==> src/rtl/hazard_pkg.sv <==
// Shared codes, widths and the writer descriptor for the hazard/forwarding controller.
// No timing of its own; consumed by hz_stage_reg and hazard_fwd_ctrl.
// No flow control; pure type and constant definitions.
package hazard_pkg;

    localparam int RA_W = 5;
    localparam int T_W  = 2;

    localparam logic [1:0] SEL_RF = 2'd0;
    localparam logic [1:0] SEL_W  = 2'd1;
    localparam logic [1:0] SEL_M  = 2'd2;
    localparam logic [1:0] SEL_E  = 2'd3;

    localparam logic [RA_W-1:0] REG_ZERO = '0;

    typedef struct packed {
        logic [RA_W-1:0] a3;
        logic            we;
        logic [T_W-1:0]  tnew;
        logic [RA_W-1:0] a1;
        logic [RA_W-1:0] a2;
        logic            is_md;
    } desc_t;

    // Saturating one-cycle age of a result countdown.
    function automatic logic [T_W-1:0] tnew_dec(input logic [T_W-1:0] t);
        return (t == '0) ? '0 : t - T_W'(1);
    endfunction

endpackage

==> src/rtl/hz_stage_reg.sv <==
// One shadow pipeline stage holding a writer descriptor.
// Latency: one clock from nxt to cur; tnew optionally aged or cleared on load.
// Backpressure: none; bubble replaces the incoming descriptor with an empty one.
module hz_stage_reg
    import hazard_pkg::*;
#(
    parameter bit DEC_TNEW  = 1'b1,
    parameter bit ZERO_TNEW = 1'b0
) (
    input  logic  clk,
    input  logic  reset,
    input  logic  bubble,
    input  desc_t nxt,
    output desc_t cur
);

    always_ff @(posedge clk or posedge reset) begin
        if (reset) begin
            cur <= '0;
        end else if (bubble) begin
            cur <= '0;
        end else begin
            cur <= nxt;
            if (ZERO_TNEW)
                cur.tnew <= '0;
            else if (DEC_TNEW)
                cur.tnew <= tnew_dec(nxt.tnew);
        end
    end

endmodule

==> src/rtl/hazard_fwd_ctrl.sv <==
// Hazard detection and forwarding-select generation for a 5-stage MIPS pipeline.
// Latency: selects and stall are combinational from the E/M/W shadow and D inputs.
// Backpressure: stall freezes PC and IF/ID and pushes a bubble into E; flush also bubbles.
module hazard_fwd_ctrl
    import hazard_pkg::*;
#(
    parameter int RW     = 5,
    parameter int TW     = 2,
    parameter int SW     = 2,
    parameter int MD_LAT = 5,
    parameter int CW     = 3
) (
    input  logic          clk,
    input  logic          reset,
    input  logic [RW-1:0] d_a1,
    input  logic [RW-1:0] d_a2,
    input  logic          d_use_rs,
    input  logic          d_use_rt,
    input  logic [TW-1:0] d_tuse_rs,
    input  logic [TW-1:0] d_tuse_rt,
    input  logic [RW-1:0] d_a3,
    input  logic          d_we,
    input  logic [TW-1:0] d_tnew,
    input  logic          d_md_start,
    input  logic          d_md_use,
    input  logic          flush,
    output logic          stall,
    output logic [SW-1:0] d_sel_rs,
    output logic [SW-1:0] d_sel_rt,
    output logic [SW-1:0] e_sel_rs,
    output logic [SW-1:0] e_sel_rt,
    output logic [SW-1:0] m_sel_rt,
    output logic          md_busy
);

    desc_t         d_desc, e, m, w;
    logic          e_bubble;
    logic [CW-1:0] md_cnt;
    logic          unused_fields;

    function automatic logic hit(input desc_t s, input logic [RA_W-1:0] r);
        return s.we && (s.a3 == r) && (r != REG_ZERO);
    endfunction

    // A nearer matching writer whose result is not ready yet hides older copies.
    function automatic logic [SW-1:0] pick(input logic e_hit, input logic e_rdy,
                                           input logic m_hit, input logic m_rdy,
                                           input logic w_hit);
        if (e_hit) return e_rdy ? SW'(SEL_E) : SW'(SEL_RF);
        if (m_hit) return m_rdy ? SW'(SEL_M) : SW'(SEL_RF);
        if (w_hit) return SW'(SEL_W);
        return SW'(SEL_RF);
    endfunction

    assign d_desc = '{a3: d_a3, we: d_we, tnew: d_tnew,
                      a1: d_a1, a2: d_a2, is_md: d_md_start};

    assign e_bubble = stall || flush;

    hz_stage_reg #(.DEC_TNEW(1'b0), .ZERO_TNEW(1'b0)) u_stage_e (
        .clk    (clk),
        .reset  (reset),
        .bubble (e_bubble),
        .nxt    (d_desc),
        .cur    (e)
    );

    hz_stage_reg #(.DEC_TNEW(1'b1), .ZERO_TNEW(1'b0)) u_stage_m (
        .clk    (clk),
        .reset  (reset),
        .bubble (1'b0),
        .nxt    (e),
        .cur    (m)
    );

    hz_stage_reg #(.DEC_TNEW(1'b1), .ZERO_TNEW(1'b1)) u_stage_w (
        .clk    (clk),
        .reset  (reset),
        .bubble (1'b0),
        .nxt    (m),
        .cur    (w)
    );

    logic e_rs, e_rt, m_rs, m_rt, w_rs, w_rt;
    logic e_rdy, m_rdy, w_rdy;
    logic stall_rs, stall_rt, stall_md;

    assign e_rs  = hit(e, d_a1);
    assign e_rt  = hit(e, d_a2);
    assign m_rs  = hit(m, d_a1);
    assign m_rt  = hit(m, d_a2);
    assign w_rs  = hit(w, d_a1);
    assign w_rt  = hit(w, d_a2);
    assign e_rdy = (e.tnew == '0);
    assign m_rdy = (m.tnew == '0);
    assign w_rdy = (w.tnew == '0);

    assign d_sel_rs = pick(e_rs, e_rdy, m_rs, m_rdy, w_rs && w_rdy);
    assign d_sel_rt = pick(e_rt, e_rdy, m_rt, m_rdy, w_rt && w_rdy);
    assign e_sel_rs = pick(1'b0, 1'b0, hit(m, e.a1), m_rdy, hit(w, e.a1) && w_rdy);
    assign e_sel_rt = pick(1'b0, 1'b0, hit(m, e.a2), m_rdy, hit(w, e.a2) && w_rdy);
    assign m_sel_rt = pick(1'b0, 1'b0, 1'b0, 1'b0, hit(w, m.a2) && w_rdy);

    assign stall_rs = d_use_rs && ((e_rs && (e.tnew > d_tuse_rs)) ||
                                   (m_rs && (m.tnew > d_tuse_rs)));
    assign stall_rt = d_use_rt && ((e_rt && (e.tnew > d_tuse_rt)) ||
                                   (m_rt && (m.tnew > d_tuse_rt)));
    // E.is_md covers the cycle where the unit is issued but the counter is still loading.
    assign stall_md = d_md_use && (md_busy || e.is_md);
    assign stall    = stall_rs || stall_rt || stall_md;

    always_ff @(posedge clk or posedge reset) begin
        if (reset)
            md_cnt <= '0;
        else if (d_md_start && !e_bubble)
            md_cnt <= CW'(MD_LAT);
        else if (md_cnt != '0)
            md_cnt <= md_cnt - CW'(1);
    end

    assign md_busy = (md_cnt != '0);

    assign unused_fields = ^{m.a1, m.is_md, w.a1, w.a2, w.is_md};

endmodule
==> config.mk <==
export PLATFORM = sky130hd
export DESIGN_NAME = hazard_fwd_ctrl
export DESIGN_NICKNAME = d
export VERILOG_FILES = /design/src/rtl/hazard_pkg.sv /design/src/rtl/hz_stage_reg.sv /design/src/rtl/hazard_fwd_ctrl.sv
export SDC_FILE = /design/constraint.sdc
export NUM_CORES = 1
export LEC_CHECK = 0
export CORE_MARGIN = 2
export CORE_UTILIZATION = 56
export CTS_CLUSTER_SIZE = 24
export DETAILED_ROUTE_END_ITERATION = 10
export GPL_ROUTABILITY_DRIVEN = 0
export PLACE_DENSITY = 0.87
export SLEW_MARGIN = 20
export SYNTH_ARGS = -nofsm -noshare
export SYNTH_HDL_FRONTEND = slang
export SYNTH_HIERARCHICAL = 1
export SYNTH_SLANG_ARGS = --single-unit
==> constraint.sdc <==
create_clock -name clk -period 2.46 [get_ports clk]
set_clock_uncertainty 0.2 [all_clocks]
set_input_delay 0.492 -clock clk [delete_from_list [all_inputs] [get_ports clk]]
set_output_delay 0.492 -clock clk [all_outputs]
set_load 0.03 [all_outputs]
==> tab_implementation.tex, run 1 <==
\begin{tabular}{lr}
\hline
Metric & Value \\
\hline
\multicolumn{2}{l}{\textbf{Power}} \\
\quad Net switching power & 678.6 uW \\
\quad Part of the power in combinational logic & 32.7\% \\
\quad Worst voltage drop across the vdd grid & 0.4520 mV \\
\quad Clock power frac & 28.2\% \\
\quad Power density of the placed cells & 521.4 nW/um\^{}2 \\
\quad Portion of total power attributed to sequential cells & 39.1\% \\
\quad Internal power component & 1.394 mW \\
\quad Leak Pwr & 1.808 nW \\
\quad Switch share & 32.74\% \\
\multicolumn{2}{l}{\textbf{Final layout}} \\
\quad Number of diodes & 0 \\
\quad Share of post-route cells with drive strength above 1 & 45.33\% \\
\quad End-of-flow core utilization & 91.29\% \\
\quad Post-synthesis to final-layout area growth & 57.67\% \\
\quad Number of filler cells placed in the layout & 163 \\
\quad Number of nets at the end of the flow & 402 \\
\multicolumn{2}{l}{\textbf{Detailed routing}} \\
\quad Residual DRC & 0 \\
\quad Antenna-violating nets left & 0 \\
\quad Violation count after the first detailed-route iteration & 333 \\
\quad Vias per cell & 6.231 \\
\quad Total wirelength of the detailed-routed design & 10700 um \\
\quad First-pass iteration count of the detailed router & 5 \\
\quad Total vias in the final route & 2592 \\
\quad Wirelength per Cell & 25.72 um \\
\multicolumn{2}{l}{\textbf{Clock network}} \\
\quad CTS Buf Count & 5 \\
\quad Root Buffer Master & clkbuf\_8 \\
\quad CTS tree & yes \\
\quad Total of hold buffers inserted after clock tree synthesis & 0 \\
\quad Post-CTS clock slew at the launch and capture registers of the worst setup and hold paths & 0.08 ns \\
\quad Sinks on Clock Net & 41 \\
\quad Clock tree buffer depth & 2 \\
\quad H-tree level count & 2 \\
\quad Clock Latency Late Sink & 0.30 ns \\
\multicolumn{2}{l}{\textbf{Timing}} \\
\quad Setup repair after global routing missed its margin & yes \\
\quad Final period util & 117.0\% \\
\quad Tightest slew margin relative to the limit & 57.77\% \\
\quad Final hold slack & 0.2318 ns \\
\quad Setup violation total in the final timing report & 18 \\
\quad Slew at the pin closest to its max-slew limit & 0.6328 ns \\
\quad Summed negative setup slack over all endpoints & -2.820 ns \\
\quad Final critical delay including setup and external delays & 2.879 ns \\
\quad Count of pins over their slew limit & 0 \\
\quad Worst setup margin & -0.4192 ns \\
\quad Fin. Hold Viols & 0 \\
\quad Maximum frequency from static timing analysis & 0.3473 GHz \\
\multicolumn{2}{l}{\textbf{Die}} \\
\quad Die outline height & 71.10 um \\
\quad Rows & 24 \\
\quad Effective utilization at floorplan & 57.90\% \\
\quad Width of the die & 71.10 um \\
\quad Floorplan die area & 5055 um\^{}2 \\
\quad Io pins & 41 \\
\quad Core outline area & 4354 um\^{}2 \\
\multicolumn{2}{l}{\textbf{Place}} \\
\quad Setup Slack @ Placement & -0.6537 ns \\
\quad Half-perimeter wire length after detailed placement & 4833 um \\
\quad Port-buffer cells & 39 \\
\multicolumn{2}{l}{\textbf{Worst setup path}} \\
\quad Critical path startpoint category & flop \\
\quad Crit end category & output port \\
\quad Data required time at the worst endpoint & 1.77 ns \\
\quad Top fanout value on the critical path & 3 \\
\quad Data arrival at the endpoint of the critical path & 2.19 ns \\
\quad CP Class & flop to output port \\
\multicolumn{2}{l}{\textbf{Hold path}} \\
\quad Class of the tightest hold or removal check & input pin to flop \\
\multicolumn{2}{l}{\textbf{Synth}} \\
\quad Mean post-synth cell area & 9.926 um\^{}2 \\
\quad Cell count after synthesis & 254 \\
\quad Synthesis warning total & 6 \\
\quad Post-synthesis cell area & 2521 um\^{}2 \\
\multicolumn{2}{l}{\textbf{Global route}} \\
\quad Initial antenna violation count & 0 \\
\quad Grt total ovfl & 0 \\
\quad Largest net degree at the start of global routing & 20 \\
\quad Global-route wire length before repair & 13250 um \\
\quad Vias in the first global route & 2526 \\
\quad Combined global-route utilization of all metal layers & 35.66\% \\
\multicolumn{2}{l}{\textbf{Run status}} \\
\quad Outcome & finished with violations \\
\quad Failing checks & negative setup slack \\
\multicolumn{2}{l}{\textbf{Flow run}} \\
\quad Max\_cap viols & 0 \\
\hline
\end{tabular}
[cell usage in the layout (no fill, tap or decap), types with 4 or more instances in the layout]
cell	count
and2b_1	13
buf_4	63
xnor2_2	12
clkbuf_8	6
buf_2	4
nor4_4	6
xor2_1	9
xnor2_1	33
dfrtp_1	29
buf_6	14
nor4_2	4
nor3b_2	4
dfrtp_2	12
ha_1	5
nand4_1	10
nor2b_1	21
clkdlybuf4s50_1	14
nor2_4	4
conb_1	15
dlygate4sd2_1	4
or4_4	4
nand2_1	13
inv_1	10
[final cells by class]
| class | count | area [um^2] | share of cell area [%] |
|---|---|---|---|
| multi-input cells | 200 | 1837 | 46.21 |
| flip-flops and latches | 41 | 1041 | 26.19 |
| repair buffers | 103 | 870.8 | 21.91 |
| clock buffers | 7 | 86.33 | 2.172 |
| well taps | 52 | 65.06 | 1.637 |
| inverters | 12 | 45.04 | 1.133 |
| clock inverters | 1 | 30.03 | 0.7554 |
[power groups by stage]
| stage | logic, mW | clock network (mW) | registers, mW |
|---|---|---|---|
| finish | 0.678 | 0.584 | 0.811 |
| global route | 0.703 | 0.617 | 0.818 |
| CTS | 0.552 | 0.559 | 0.801 |
| detailed placement | 0.479 | 0 | 0.813 |
| global placement | 0.455 | 0 | 0.809 |
| floorplan | 0.325 | 0 | 0.791 |
[path summary, 6_finish.rpt]
kind	startpoint	endpoint	slack, ns	cells after the start
setup / recovery	u_stage_m/cur[14]	d_sel_rs[1]	-0.42	6
max in group asynchronous	reset	u_stage_m/cur[14]	1.09	2
hold / removal	d_a2[2]	u_stage_e/cur[3]	0.23	2
setup reg to reg	u_stage_m/cur[14]	u_stage_e/cur[6]	-0.07	10
min in group asynchronous	reset	md_cnt[2]	0.31	2
hold reg to reg	u_stage_e/cur[11]	u_stage_m/cur[11]	0.32	1
[sequential cells by signal, indices dropped and copies added, names as in the netlist]
signal and flops:
u_stage_m/cur 13, md_cnt 3, u_stage_w/cur 6, u_stage_e/cur 19
[layer usage]
metal  share of wire [%]  track usage, %  vias up  wire, um
met3                  10           7.265       59      1091
met4                 4.9           21.38        0       526
met2                  48           58.15      222      5182
li1                    -               -     1050         -
met5                   0               0        -         0
met1                  36           43.68     1261      3897
[stage by stage]
| stage | std cells | total power, mW | cell area [um^2] |
|---|---|---|---|
| global placement | 374 | 1.264 | 3207 |
| global route | 416 | 2.138 | 3975 |
| detailed placement | 374 | 1.292 | 3207 |
| CTS | 399 | 1.911 | 3675 |
| finish | 416 | 2.073 | 3975 |
| floorplan | 267 | 1.116 | 2634 |
[critical path: stages, from the launching register on]
cell	delay, ns
dfrtp_2	0.45
buf_4	0.16
xnor2_1	0.20
nand2_1	0.12
or3_4	0.39
o41ai_4	0.34
buf_4	0.22
[repair_timing]
action / in CTS / in global routing
endpoints found under the setup margin: 32 / 15
resized for setup: 105 / 37
pin swaps: 28 / 20
buffers inserted: 17 / 17
Power figures use the tool's default switching activity.
==> run 2: changes to the inputs <==
GPL_ROUTABILITY_DRIVEN = default   (was 0)
==> results of run 2 <==
Final layout, timing and power as in run 1 (identical DEF).
==> run 3: changes to the inputs <==
--- a/config.mk
+++ b/config.mk
@@ -12,2 +12,3 @@
 export PLACE_DENSITY = 0.87
+export REMOVE_ABC_BUFFERS = 1
 export SLEW_MARGIN = 20
==> constraint.sdc (replaced) <==
create_clock -name clk -period 2.46 [get_ports clk]
set_clock_uncertainty 0.2 [all_clocks]
set_input_delay 0.615 -clock clk [delete_from_list [all_inputs] [get_ports clk]]
set_output_delay 0.615 -clock clk [all_outputs]
set_load 0.03 [all_outputs]
==> tab_implementation.tex, run 3 (synthesis results as in run 1) <==
\begin{tabular}{lr}
\hline
Metric & Value \\
\hline
\multicolumn{2}{l}{\textbf{Power}} \\
\quad Total power of the final layout & 2.080 mW (was 2.073 mW) \\
\quad Leak Pwr & 1.812 nW (was 1.808 nW) \\
\quad Worst voltage drop across the vdd grid & 0.4763 mV (was 0.4520 mV) \\
\quad Power density of the placed cells & 520.1 nW/um\^{}2 (was 521.4 nW/um\^{}2) \\
\multicolumn{2}{l}{\textbf{Worst setup path}} \\
\quad Data arrival at the endpoint of the critical path & 2.22 ns (was 2.19 ns) \\
\quad Top fanout value on the critical path & 3 (unchanged) \\
\quad Crit end category & output port (unchanged) \\
\quad Critical path startpoint category & flop (unchanged) \\
\quad Data required time at the worst endpoint & 1.64 ns (was 1.77 ns) \\
\quad R2r setup slk & -0.19 ns (was -0.07 ns) \\
\quad CP Class & flop to output port (unchanged) \\
\multicolumn{2}{l}{\textbf{Timing}} \\
\quad Final period util & 123.2\% (was 117.0\%) \\
\quad Tightest slew margin relative to the limit & 59.88\% (was 57.77\%) \\
\quad Setup violation total in the final timing report & 26 (was 18) \\
\quad Maximum frequency from static timing analysis & 0.3298 GHz (was 0.3473 GHz) \\
\quad Final critical delay including setup and external delays & 3.032 ns (was 2.879 ns) \\
\quad Slew at the pin closest to its max-slew limit & 0.6012 ns (was 0.6328 ns) \\
\quad Count of pins over their slew limit & 0 (unchanged) \\
\quad Fin. Hold Viols & 0 (unchanged) \\
\quad Worst setup margin & -0.5718 ns (was -0.4192 ns) \\
\quad Setup repair after global routing missed its margin & yes (unchanged) \\
\quad Summed negative setup slack over all endpoints & -5.524 ns (was -2.820 ns) \\
\multicolumn{2}{l}{\textbf{Die}} \\
\quad Core outline area & 4354 um\^{}2 (unchanged) \\
\quad Die outline height & 71.10 um (unchanged) \\
\quad Effective utilization at floorplan & 57.90\% (unchanged) \\
\quad Io pins & 41 (unchanged) \\
\quad Floorplan die area & 5055 um\^{}2 (unchanged) \\
\quad Rows & 24 (unchanged) \\
\quad Width of the die & 71.10 um (unchanged) \\
\multicolumn{2}{l}{\textbf{Detailed routing}} \\
\quad Violation count after the first detailed-route iteration & 263 (was 333) \\
\quad Total wirelength of the detailed-routed design & 9920 um (was 10700 um) \\
\quad Antenna-violating nets left & 0 (unchanged) \\
\quad First-pass iteration count of the detailed router & 5 (unchanged) \\
\quad Vias per cell & 6.089 (was 6.231) \\
\quad Total vias in the final route & 2545 (was 2592) \\
\quad Residual DRC & 0 (unchanged) \\
\quad Wirelength per Cell & 23.73 um (was 25.72 um) \\
\multicolumn{2}{l}{\textbf{Hold path}} \\
\quad Class of the tightest hold or removal check & flop to flop (was input pin to flop) \\
\multicolumn{2}{l}{\textbf{Final layout}} \\
\quad Number of diodes & 0 (unchanged) \\
\quad Non-filler instance count after layout & 418 (was 416) \\
\quad Leading registers by flop count & u\_stage\_e/cur (19), u\_stage\_m/cur (13), u\_stage\_w/cur (6) (unchanged) \\
\quad Register with the highest flop count & u\_stage\_e/cur (unchanged) \\
\quad Commonest non-fill, non-tap cell in the layout & buf\_4 (unchanged) \\
\quad Post-synthesis to final-layout area growth & 58.61\% (was 57.67\%) \\
\quad End-of-flow core utilization & 91.84\% (was 91.29\%) \\
\quad Share of post-route cells with drive strength above 1 & 44.26\% (was 45.33\%) \\
\quad Commonest cells after routing, fill and taps aside & buf\_4 (62), dfrtp\_1 (34), xnor2\_1 (30) (was buf\_4 (63), xnor2\_1 (33), dfrtp\_1 (29)) \\
\quad Flip-flop count of the largest register after layout & 19 (unchanged) \\
\quad Number of nets at the end of the flow & 404 (was 402) \\
\multicolumn{2}{l}{\textbf{Global route}} \\
\quad Grt total ovfl & 0 (unchanged) \\
\quad Initial antenna violation count & 0 (unchanged) \\
\quad Global-route wire length before repair & 13400 um (was 13250 um) \\
\quad Largest net degree at the start of global routing & 20 (unchanged) \\
\quad Combined global-route utilization of all metal layers & 35.70\% (was 35.66\%) \\
\quad Vias in the first global route & 2585 (was 2526) \\
\multicolumn{2}{l}{\textbf{Place}} \\
\quad Port-buffer cells & 39 (unchanged) \\
\quad Half-perimeter wire length after detailed placement & 4874 um (was 4833 um) \\
\quad Total instance count after detailed placement & 392 (was 374) \\
\quad Setup Slack @ Placement & -0.7801 ns (was -0.6537 ns) \\
\quad Global placer's final weighted congestion & 0.9314 (was 0.8617) \\
\multicolumn{2}{l}{\textbf{Clock network}} \\
\quad Post-CTS clock slew at the launch and capture registers of the worst setup and hold paths & 0.08 ns (about the same) \\
\quad CTS tree & yes (unchanged) \\
\quad Total of hold buffers inserted after clock tree synthesis & 0 (unchanged) \\
\quad Sinks on Clock Net & 41 (unchanged) \\
\quad Root Buffer Master & clkbuf\_8 (unchanged) \\
\quad CTS Buf Count & 5 (unchanged) \\
\quad Clock Latency Late Sink & 0.30 ns (about the same) \\
\quad H-tree level count & 2 (unchanged) \\
\quad Clock tree buffer depth & 2 (unchanged) \\
\multicolumn{2}{l}{\textbf{Flow run}} \\
\quad Max\_cap viols & 0 (unchanged) \\
\multicolumn{2}{l}{\textbf{Run status}} \\
\quad Outcome & finished with violations (unchanged) \\
\quad Failing checks & negative setup slack (unchanged) \\
\hline
\end{tabular}
==> run 3: cell count changes in the layout (fill, tap and decap cells not counted), sizes merged <==
cell,before,now
buf,83,85
dlygate4sd2,4,3
clkinvlp,0,1
clkdlybuf4s15,1,2
clkbuf,8,7
==> run 3: path summary, 6_finish.rpt <==
path / cells after the start / to / start
setup / recovery: 8 / stall / u_stage_m/cur[15]
hold / removal: 1 / u_stage_m/cur[11] / u_stage_e/cur[11]
setup reg to reg: 10 / u_stage_e/cur[5] / u_stage_m/cur[15]
hold reg to reg: 1 / u_stage_m/cur[11] / u_stage_e/cur[11]
max in group asynchronous: 2 / u_stage_m/cur[18] / reset
min in group asynchronous: 2 / md_cnt[2] / reset
==> run 3: metrics by stage <==
stage / cell area [um^2] / hold WS, ns
after floorplan: 2487 / 0.1686
after detailed placement: 3278 / 0.2970
after CTS: 3720 / 0.3081
final: 3999 / 0.3095
after global routing: 3999 / 0.3347
after global placement: 3278 / 0.2753
==> run 3: layout make-up <==
class                   count  area, um^2
clock buffers               6       82.58
clock inverters             2       37.54
inverters                  12       45.04
multi-input cells         200        1846
repair buffers            105       888.4
flip-flops and latches     41        1035
well taps                  52       65.06
fillers                   155       355.3
==> run 3: where the power goes <==
| group | total, mW | switching (mW) | internal [mW] |
|---|---|---|---|
| sequential | 0.807 | 0.0690 | 0.738 |
| combinational | 0.689 | 0.351 | 0.338 |
| clock | 0.584 | 0.254 | 0.330 |
| total | 2.08 | 0.674 | 1.41 |
==> run 3: what timing repair did <==
| item | 4_1_cts | 5_1_grt |
|---|---|---|
| gates resized for setup | 96 | 46 |
| setup endpoints to repair | 33 | 30 |
| pin swaps | 37 | 27 |
| setup buffers | 11 | 7 |
==> run 3: routing by layer <==
metal,track usage [%],vias to the layer above,wire (um)
met3,8.262,61,787
met5,0,-,0
met2,58.67,182,4918
li1,-,1049,-
met4,19.08,0,471
met1,43.77,1253,3743
==> run 3: critical path, cell delays in order, from the launching register on <==
cell and delay [ns]:
dfrtp_1 0.45, xnor2_1 0.23, nand4_1 0.20, buf_4 0.20, buf_4 0.12, nor4_2 0.36, nor3_2 0.11, nand2_1 0.11
buf_6 0.13
